<file path="src/rtl/alu_seq_if.sv">
// alu_seq bus: operand/opcode handshake toward the ALU and the registered
// result/flag return path. The master drives operations, the slave is the ALU.
interface alu_seq_if #(
   parameter int WIDTH = 16,
   parameter int SHW   = $clog2(WIDTH)
) ();
   logic             in_valid;
   logic             in_ready;
   logic [3:0]       opcode;
   logic [SHW-1:0]   d;
   logic [WIDTH-1:0] alu_in_a;
   logic [WIDTH-1:0] alu_in_b;
   logic             out_valid;
   logic [WIDTH-1:0] alu_out;
   logic             S;
   logic             Z;
   logic             C;
   logic             V;

   modport master (
      output in_valid, opcode, d, alu_in_a, alu_in_b,
      input  in_ready, out_valid, alu_out, S, Z, C, V
   );

   modport slave (
      input  in_valid, opcode, d, alu_in_a, alu_in_b,
      output in_ready, out_valid, alu_out, S, Z, C, V
   );
endinterface

</file>
<file path="src/rtl/alu_seq.sv">
// alu_seq: registered ALU with carry/overflow flags, add-with-carry and an
// iterative shift-add multiplier. Single-cycle ops complete one edge after
// acceptance; mul occupies the block for WIDTH shift-add steps.
module alu_seq #(
   parameter int WIDTH = 16,
   parameter int SHW   = $clog2(WIDTH)
) (
   input logic        clk,
   input logic        rst,
   alu_seq_if.slave   bus
);

   localparam logic [3:0] OP_ADD  = 4'b0000;
   localparam logic [3:0] OP_SUB  = 4'b0001;
   localparam logic [3:0] OP_AND  = 4'b0010;
   localparam logic [3:0] OP_OR   = 4'b0011;
   localparam logic [3:0] OP_XOR  = 4'b0100;
   localparam logic [3:0] OP_ADC  = 4'b0101;
   localparam logic [3:0] OP_MOV  = 4'b0110;
   localparam logic [3:0] OP_ZERO = 4'b0111;
   localparam logic [3:0] OP_SLL  = 4'b1000;
   localparam logic [3:0] OP_ROL  = 4'b1001;
   localparam logic [3:0] OP_SRL  = 4'b1010;
   localparam logic [3:0] OP_SRA  = 4'b1011;
   localparam logic [3:0] OP_MUL  = 4'b1100;

   localparam logic [SHW-1:0] LAST_STEP = SHW'(WIDTH - 1);

   typedef enum logic {IDLE, MUL} state_t;

   state_t             state;
   logic [2*WIDTH-1:0] mcand;
   logic [WIDTH-1:0]   mplier;
   logic [2*WIDTH-1:0] acc;
   logic [SHW-1:0]     cnt;

   logic [WIDTH-1:0]   res;
   logic               c_n;
   logic               v_n;
   logic [WIDTH:0]     sum_ext;
   logic [WIDTH:0]     sh_ext;
   logic [SHW:0]       rot_back;
   logic [2*WIDTH-1:0] acc_step;

   assign bus.in_ready = (state == IDLE) && !rst;

   assign acc_step = acc + (mplier[0] ? mcand : '0);

   // Single-cycle datapath: result plus carry/overflow for the presented opcode.
   always_comb begin
      res      = '0;
      c_n      = 1'b0;
      v_n      = 1'b0;
      sum_ext  = '0;
      sh_ext   = '0;
      rot_back = '0;
      case (bus.opcode)
         OP_ADD, OP_ADC: begin
            sum_ext = {1'b0, bus.alu_in_a} + {1'b0, bus.alu_in_b}
                      + {{WIDTH{1'b0}}, (bus.opcode == OP_ADC) & bus.C};
            res = sum_ext[WIDTH-1:0];
            c_n = sum_ext[WIDTH];
            v_n = (bus.alu_in_a[WIDTH-1] == bus.alu_in_b[WIDTH-1]) &&
                  (res[WIDTH-1] != bus.alu_in_a[WIDTH-1]);
         end
         OP_SUB: begin
            sum_ext = {1'b0, bus.alu_in_a} + {1'b0, ~bus.alu_in_b}
                      + {{WIDTH{1'b0}}, 1'b1};
            res = sum_ext[WIDTH-1:0];
            c_n = sum_ext[WIDTH];
            v_n = (bus.alu_in_a[WIDTH-1] != bus.alu_in_b[WIDTH-1]) &&
                  (res[WIDTH-1] != bus.alu_in_a[WIDTH-1]);
         end
         OP_AND:  res = bus.alu_in_a & bus.alu_in_b;
         OP_OR:   res = bus.alu_in_a | bus.alu_in_b;
         OP_XOR:  res = bus.alu_in_a ^ bus.alu_in_b;
         OP_MOV:  res = bus.alu_in_b;
         OP_ZERO: res = '0;
         OP_SLL: begin
            sh_ext = {1'b0, bus.alu_in_a} << bus.d;
            res    = sh_ext[WIDTH-1:0];
            c_n    = sh_ext[WIDTH];
         end
         OP_ROL: begin
            rot_back = (SHW+1)'(WIDTH) - {1'b0, bus.d};
            res      = (bus.alu_in_a << bus.d) | (bus.alu_in_a >> rot_back);
            c_n      = res[0];
         end
         OP_SRL: begin
            sh_ext = {bus.alu_in_a, 1'b0} >> bus.d;
            res    = sh_ext[WIDTH:1];
            c_n    = sh_ext[0];
         end
         OP_SRA: begin
            sh_ext = $signed({bus.alu_in_a, 1'b0}) >>> bus.d;
            res    = sh_ext[WIDTH:1];
            c_n    = sh_ext[0];
         end
         OP_MUL: res = '0;
         default: v_n = 1'b1;
      endcase
   end

   // Control FSM: registers single-cycle results in IDLE, runs shift-add steps in MUL.
   always_ff @(posedge clk) begin
      if (rst) begin
         state         <= IDLE;
         bus.out_valid <= 1'b0;
         bus.alu_out   <= '0;
         bus.S         <= 1'b0;
         bus.Z         <= 1'b0;
         bus.C         <= 1'b0;
         bus.V         <= 1'b0;
         mcand         <= '0;
         mplier        <= '0;
         acc           <= '0;
         cnt           <= '0;
      end else begin
         bus.out_valid <= 1'b0;
         case (state)
            IDLE: begin
               if (bus.in_valid) begin
                  if (bus.opcode == OP_MUL) begin
                     mcand  <= {{WIDTH{1'b0}}, bus.alu_in_a};
                     mplier <= bus.alu_in_b;
                     acc    <= '0;
                     cnt    <= '0;
                     state  <= MUL;
                  end else begin
                     bus.alu_out   <= res;
                     bus.S         <= res[WIDTH-1];
                     bus.Z         <= (res == '0);
                     bus.C         <= c_n;
                     bus.V         <= v_n;
                     bus.out_valid <= 1'b1;
                  end
               end
            end
            MUL: begin
               acc    <= acc_step;
               mcand  <= mcand << 1;
               mplier <= mplier >> 1;
               cnt    <= cnt + SHW'(1);
               if (cnt == LAST_STEP) begin
                  bus.alu_out   <= acc_step[WIDTH-1:0];
                  bus.S         <= acc_step[WIDTH-1];
                  bus.Z         <= (acc_step[WIDTH-1:0] == '0);
                  bus.C         <= |acc_step[2*WIDTH-1:WIDTH];
                  bus.V         <= |acc_step[2*WIDTH-1:WIDTH];
                  bus.out_valid <= 1'b1;
                  state         <= IDLE;
               end
            end
            default: state <= IDLE;
         endcase
      end
   end

endmodule

</file>
<file path="src/flat_wrapper.sv">
// flat-port wrapper written by rule: the top's interface ports become plain ports
module alu_seq_flat 
#(
   parameter int WIDTH = 16,
   parameter int SHW   = $clog2(WIDTH)
)
  (clk, rst, bus_in_valid, bus_opcode, bus_d, bus_alu_in_a, bus_alu_in_b, bus_in_ready, bus_out_valid, bus_alu_out, bus_S, bus_Z, bus_C, bus_V);
  alu_seq_if #(.WIDTH(WIDTH), .SHW(SHW)) bus_i ();
  input logic clk;
  input logic rst;
  input wire logic [$bits(bus_i.in_valid)-1:0] bus_in_valid;
  input wire logic [$bits(bus_i.opcode)-1:0] bus_opcode;
  input wire logic [$bits(bus_i.d)-1:0] bus_d;
  input wire logic [$bits(bus_i.alu_in_a)-1:0] bus_alu_in_a;
  input wire logic [$bits(bus_i.alu_in_b)-1:0] bus_alu_in_b;
  output wire logic [$bits(bus_i.in_ready)-1:0] bus_in_ready;
  output wire logic [$bits(bus_i.out_valid)-1:0] bus_out_valid;
  output wire logic [$bits(bus_i.alu_out)-1:0] bus_alu_out;
  output wire logic [$bits(bus_i.S)-1:0] bus_S;
  output wire logic [$bits(bus_i.Z)-1:0] bus_Z;
  output wire logic [$bits(bus_i.C)-1:0] bus_C;
  output wire logic [$bits(bus_i.V)-1:0] bus_V;
  assign bus_i.in_valid = bus_in_valid;
  assign bus_i.opcode = bus_opcode;
  assign bus_i.d = bus_d;
  assign bus_i.alu_in_a = bus_alu_in_a;
  assign bus_i.alu_in_b = bus_alu_in_b;
  assign bus_in_ready = bus_i.in_ready;
  assign bus_out_valid = bus_i.out_valid;
  assign bus_alu_out = bus_i.alu_out;
  assign bus_S = bus_i.S;
  assign bus_Z = bus_i.Z;
  assign bus_C = bus_i.C;
  assign bus_V = bus_i.V;
  alu_seq #(.WIDTH(WIDTH), .SHW(SHW)) u_core (.clk(clk), .rst(rst), .bus(bus_i));
endmodule
</file>
<file path="config.mk">
export PLATFORM = sky130hd
export DESIGN_NAME = alu_seq_flat
export DESIGN_NICKNAME = d
export VERILOG_FILES = /design/src/rtl/alu_seq_if.sv /design/src/rtl/alu_seq.sv /design/src/flat_wrapper.sv
export SDC_FILE = /design/constraint.sdc
export NUM_CORES = 1
export LEC_CHECK = 0
export CELL_PAD_IN_SITES_DETAIL_PLACEMENT = 1
export CELL_PAD_IN_SITES_GLOBAL_PLACEMENT = 1
export CORE_MARGIN = 2
export CORE_UTILIZATION = 31
export CTS_CLUSTER_SIZE = 8
export DETAILED_ROUTE_END_ITERATION = 10
export PLACE_DENSITY = 0.67
export SLEW_MARGIN = 40
export SYNTH_ARGS = -nofsm -noshare
export SYNTH_HDL_FRONTEND = slang
export SYNTH_SLANG_ARGS = --single-unit
</file>
<file path="constraint.sdc">
create_clock -name clk -period 5.8 [get_ports clk]
set_input_delay 0.87 -clock clk [delete_from_list [all_inputs] [get_ports clk]]
set_output_delay 0.87 -clock clk [all_outputs]
set_load 0.005 [all_outputs]
</file>
# [After elaboration in Yosys (flattened, before gate mapping)]
# Cells that the tools add are included.
[totals] register_bits=106 latchBits=0 ram_bits=0 mem_bits_ro=0 input_bits=43 output_inout_bits=22 word_cells=106 n_memories=0
[classes] addsub=7 n_mul=0 n_div=0 n_lt_le_gt_ge=0 n_eq_ne=21 shift=5 muxes=43 n_bitwise=7 n_reduce_logical=12
[ops] operator="$mux 32" count=5
[ops] operator="$pmux 16 s10" count=1
[ops] operator="$pmux 32 s2" count=2
[ops] operator="$mux 16" count=5
[ops] operator="$pmux 16 s2" count=2
[ops] operator="$add 16x16->17" count=2
[ops] operator="$add 32x32->32" count=1
[ops] operator="$logic_not 16->1" count=2
[ops] operator="$or 16x16->16" count=2
[ops] operator="$eq 4x4->1 const B" count=6
[ops] operator="$add 17x1->17" count=1
[ops] operator="$add 17x1->17 const B" count=1
[ops] operator="$mux 1" count=17
[ops] operator="$shl 16x4->17" count=1
[ops] operator="$shr 17x4->17" count=1
[ops] operator="$sshr 17x4->17" count=1
[ops] operator="$and 16x16->16" count=1
[ops] operator="$eq 4x3->1 const B" count=4
[ops] operator="$not 16->16" count=1
[ops] operator="$reduce_or 16->1" count=1
[ops] operator="$shl 16x4->16" count=1
[ops] operator="$shr 16x5->16" count=1
[ops] operator="$xor 16x16->16" count=1
[ops] operator="$pmux 1 s2" count=6
[ops] operator="20 further kinds" count=29

# [Depth between registers and ports, before layout]
[depth] ltp_word=9 depth_mapped=17 depth_no_buf=14

# [Worst setup path after synthesis]
# No wires, ideal clock.
[synth_timing] path_kind="input port to flip-flop" start="in bus_opcode[3]" end="reg u_core.bus.Z" setup_time_ps=101 arrival_time_ps=4279 required_ps=5699 path_slack_ps=1420 cell_stages=16 path_buffers=3 cell_sequence="buf_2 > clkbuf_1 > clkbuf_1 > nand4b_1 > fa_1 > fa_1 > inv_1 > a21o_1 > a21o_1 > o22ai_1 > a2111oi_2 > o211ai_1 > or4b_1 > nor4_1 > nand4_1 > o41ai_1"
[synth_via] elab_chain_cells=8 elab_cells_between_ends=22 cone_classes="add/sub: 1; eq/ne: 12; mux: 4; bitwise: 1; reduce/logical: 4"
[synth_rtl] item="start, declared" line="flat_wrapper.sv:12" source="input wire logic [$bits(bus_i.opcode)-1:0] bus_opcode;"
[synth_rtl] item="$eq 4x3->1" line="alu_seq.sv:57, alu_seq.sv:60"
[synth_rtl] item="$and 1x1->1" line="alu_seq.sv:60" source="+ {{WIDTH{1'b0}}, (bus.opcode == OP_ADC) & bus.C};"
[synth_rtl] item="$add 17x1->17" line="alu_seq.sv:60"
[synth_rtl] item="$pmux 16 s10" line="alu_seq.sv:57" source="case (bus.opcode)"
[synth_rtl] item="$logic_not 16->1" line="alu_seq.sv:132" source="bus.Z <= (res == '0);"
[synth_rtl] item="$mux 1" line="alu_seq.sv:123" source="if (bus.opcode == OP_MUL) begin"
[synth_rtl] item="$mux 1" line="alu_seq.sv:122" source="if (bus.in_valid) begin"
[synth_rtl] item="$pmux 1 s2" line="alu_seq.sv:120" source="case (state)"
[synth_rtl] item="end signal, assigned" line="alu_seq.sv:132"
[synth_rtl] item="end signal, assigned" line="alu_seq.sv:147" source="bus.Z <= (acc_step[WIDTH-1:0] == '0);"
[synth_rtl] item="end, declared" line="alu_seq_if.sv:27" source="output in_ready, out_valid, alu_out, S, Z, C, V"
# Parallel ways exist; a longest one is shown, timed or not. The select of a mux whose other input is x is not followed.
# A chain may end at the register's enable or synchronous reset.

# [Worst setup path in the final report]
[layout_timing] start="in bus_alu_in_a[1]" end="reg u_core.bus.Z"
[layout_via] elab_chain_cells=7 elab_cells_between_ends=18 cone_classes="add/sub: 4; shift: 5; mux: 4; bitwise: 4; reduce/logical: 1"
[layout_rtl] item="start, declared" line="flat_wrapper.sv:14" source="input wire logic [$bits(bus_i.alu_in_a)-1:0] bus_alu_in_a;"
[layout_rtl] item="$add 16x16->17 (tied with other cells)" line="alu_seq.sv:67" source="sum_ext = {1'b0, bus.alu_in_a} + {1'b0, ~bus.alu_in_b}"
[layout_rtl] item="$add 17x1->17 (tied with other cells)" line="alu_seq.sv:68" source="+ {{WIDTH{1'b0}}, 1'b1};"
[layout_rtl] item="$pmux 16 s10 *" line="alu_seq.sv:57"
[layout_rtl] item="$logic_not 16->1 *" line="alu_seq.sv:132"
[layout_rtl] item="$mux 1 *" line="alu_seq.sv:123"
[layout_rtl] item="$mux 1 *" line="alu_seq.sv:122"
[layout_rtl] item="$pmux 1 s2 *" line="alu_seq.sv:120"
# Every way passes the cells marked *; elsewhere a longest branch is shown, timed or not. The select of a mux whose other input is x is not followed.

==> reports/metrics.yaml <==
global_routing:
  grt.overflow.total: 0
  antenna_found_initial: 1
  first_global_vias: 12487
  grt_max_degree: 80
  grt_pass1_wl_mm: 76.7
  grtUsageTotal_pct: 26.1
hold_path:
  hp-class: "register to register"
sta:
  fin_crit_sh_pct: 86.0
  final_max_slew_viol_count: 0
  final_hold_viol_count: 0
  fin_setup_tns_ns: 0
  max-slew-margin-rel_pct: 40.8
  setup_viol: 0
  timing.fmax_ghz: 0.201
  min_period_ns: 4.99
  finClkSkew_ns: 0.0154
  worst_pin_slew_ns: 0.888
  rsz0062_at_grt: "false"
floorplanning:
  dieArea_um2: 38100
  rows: 70
  die_h_um: 195
  pin_count: 65
  core_um2: 36300
  die_w_um: 195
  start_util_pct: 31.2
synthesis:
  synth_area_um2: 11300
  ys_types: 88
  ys_warn_count: 0
  synth_top_area_share_pct: 18.5
  synth_cells: 1545
  avgSynthCellArea_um2: 7.34
  synth-async-reset-ratio_pct: 0
  synth_edf_count: 0
  synthTopCellsByArea: "dfxtp_1 (19%), a21oi_1 (9.1%), ha_1 (8.9%)"
  synth_top_area_cell: "dfxtp_1"
  syn_nets: 1673
  synth_ff_type: "dfxtp_1"
  ys_ff_latch: 105
  seq_area_frac_synth_pct: 18.5
placed_design:
  dpl.hpwl_mm: 37.2
  portBuffers: 64
  gp_congestion: 1.00
  place_area_um2: 12400
pwr:
  p_leak_nw: 5.19
  p_seq_share_pct: 34.3
  sw_frac_of_total_pct: 35.8
  comb_power_share_pct: 32.8
  clockPowerShare_pct: 32.8
  irDropWorstVdd_mv: 0.131
  powerDensity_nw_per_um2: 171
  p_sw_mw: 0.782
  internal_power_mw: 1.40
routing:
  dr.pass1.iters: 5
  vias: 12369
  drt_wl_total_mm: 49.7
  drc: 0
  ant_nets: 0
  viasPerCell: 6.12
  drtIter0Drc: 963
  wl_per_cell_um: 24.6
clocking:
  cts-root-buf: "clkbuf_16"
  clockBufferDepth: 2
  cts_sinks: 105
  tritoncts: "done"
  h-tree-depth: 3
  numCtsBuffers: 9
  cts_setup_buffers: 0
  clk_pin_slew_worst_paths_ns: 0.08
  clk_latency_ns: 0.39
  cts-hold-fix-buffers: 0
  cts_resized: 0
cells_and_area:
  post-route-cell-area_um2: 12800
  postLayoutCoreUtil_pct: 35.1
  nets: 1676
  drive_above_1_share_pct: 10.1
  area_delta_synth_final_pct: 12.6
worst_setup_path:
  required_ns: 6.09
  critical_path_class: "input port to register"
  start_kind: "input port"
  arrival_ns: 5.28
  cp_max_fo: 12
  cp-end-kind: "register"
flow_run:
  maxCapViolations: 0
outcome:
  status: "completed"
## path summary, 6_finish.rpt
check	from	endpoint	slack, ns	cells after the start
setup reg to reg	u_core.mplier[0]	u_core.bus.V	1.07	13
setup / recovery	bus_alu_in_a[1]	u_core.bus.Z	0.81	12
hold reg to reg	u_core.bus.alu_out[9]	u_core.bus.alu_out[9]	0.45	2
hold / removal	u_core.bus.alu_out[9]	u_core.bus.alu_out[9]	0.45	2
## state kept, by name (all words and copies together) (netlist names)
name	count
u_core.state	1
u_core.bus.out_valid	1
u_core.bus.V	1
u_core.mcand	32
u_core.bus.S	1
u_core.bus.alu_out	15
u_core.mplier	16
u_core.acc	32
u_core.bus.Z	1
u_core.cnt	4
u_core.bus.C	1
## worst max-delay path: stages
cell and delay (ns):
clkdlybuf4s50_1 0.79, inv_1 0.19, ha_1 0.36, or2_0 0.26, a221o_1 0.36, a2111oi_1 0.52
nand2_1 0.14, a221oi_2 0.53, o211ai_1 0.15, o32ai_1 0.66, nand4_1 0.18, o41ai_1 0.26
## layer usage
metal / GRT usage, % / wire (um)
met1: 35.8 / 22600
met4: 10.1 / 1900
met5: 0 / 0
met3: 4.75 / 3590
met2: 40.4 / 21600
## layout make-up
cell class	count	area [um2]
multi-input cells	1255	8500
diodes	1	2.50
repair buffers	114	1010
inverters	63	236
flip-flops and latches	105	2110
fillers	4461	23600
clock inverters	5	87.6
clock buffers	11	243
well taps	468	586
## Yosys cell counts (5+ instances only)
library cell    n
o31ai_1         5
nand4_1        10
and3_1         36
o21ai_1         7
o21ai_0        48
clkbuf_1       84
a21oi_1       207
mux2i_1        37
nor3_1         44
mux4_2         32
ha_1           81
or3_1          11
nand3_1        26
buf_1          13
mux2_2          9
a31oi_1        16
a2111oi_0       7
a22oi_1         8
nor4_1          8
buf_2          17
a211o_1        10
inv_1          60
xor2_1          9
o21bai_1        5
and2_1         39
dfxtp_1       105
o22ai_1        13
o211ai_1       24
a21o_1         20
nand2b_1       11
a221oi_1       12
nand2_1        97
nand3b_1        6
a221o_1         9
o221ai_1       14
nor2_1        249
or2_2           9
a211oi_1       17
nor2b_1         6
xnor2_1        18
## logic make-up (layout without fill, tap and decap cells)
group,Yosys count,after routing,synth area share [%]
fa+ha+maj,85,85,9.64
simple gates,576,576,23.9
buf+inv,185,193,6.71
mux,78,78,10.5
flops,105,105,18.5
compound gates,488,488,28.4
xor+xnor,28,28,2.23
other cells,0,1,0
## placed cells by master (no fill, tap or decap), drive strengths merged, types with 12 or more instances in the layout
cell and n:
o22ai 13, nand3 26, nor3 44, nor2 249, a31oi 17, inv 64
clkdlybuf4s50 59, xnor2 18, mux2i 37, a21oi 212, and2 39, ha 81
o21ai 58, a21o 20, or2 12, nand2 97, o221ai 14, and3 36
a211oi 19, dfxtp 105, mux4 32, a2111oi 12, buf 55, a221oi 14
o211ai 24
## per-stage QoR
| step | std cells | hold slack [ns] | setup slack [ns] | power, mW |
|---|---|---|---|---|
| detailed placement | 2005 | 0.443 | 0.476 | 1.46 |
| floorplan | 1545 | 0.436 | 1.42 | 1.18 |
| CTS | 2021 | 0.454 | 0.881 | 2.19 |
| global route | 2021 | 0.470 | 0.453 | 2.28 |
| global placement | 2005 | 0.441 | 0.579 | 1.46 |
| finish | 2022 | 0.450 | 0.814 | 2.18 |
## power by group through the flow
stage          Clock (mW)  Sequential (mW)  Combinational (mW)
2_1_floorplan           0            0.761               0.422
3_3_place_gp            0            0.766               0.692
3_5_place_dp            0            0.766               0.695
4_1_cts             0.746            0.749               0.699
5_1_grt             0.770            0.752               0.762
6_report            0.717            0.749               0.717
Power figures use the tool's default switching activity.
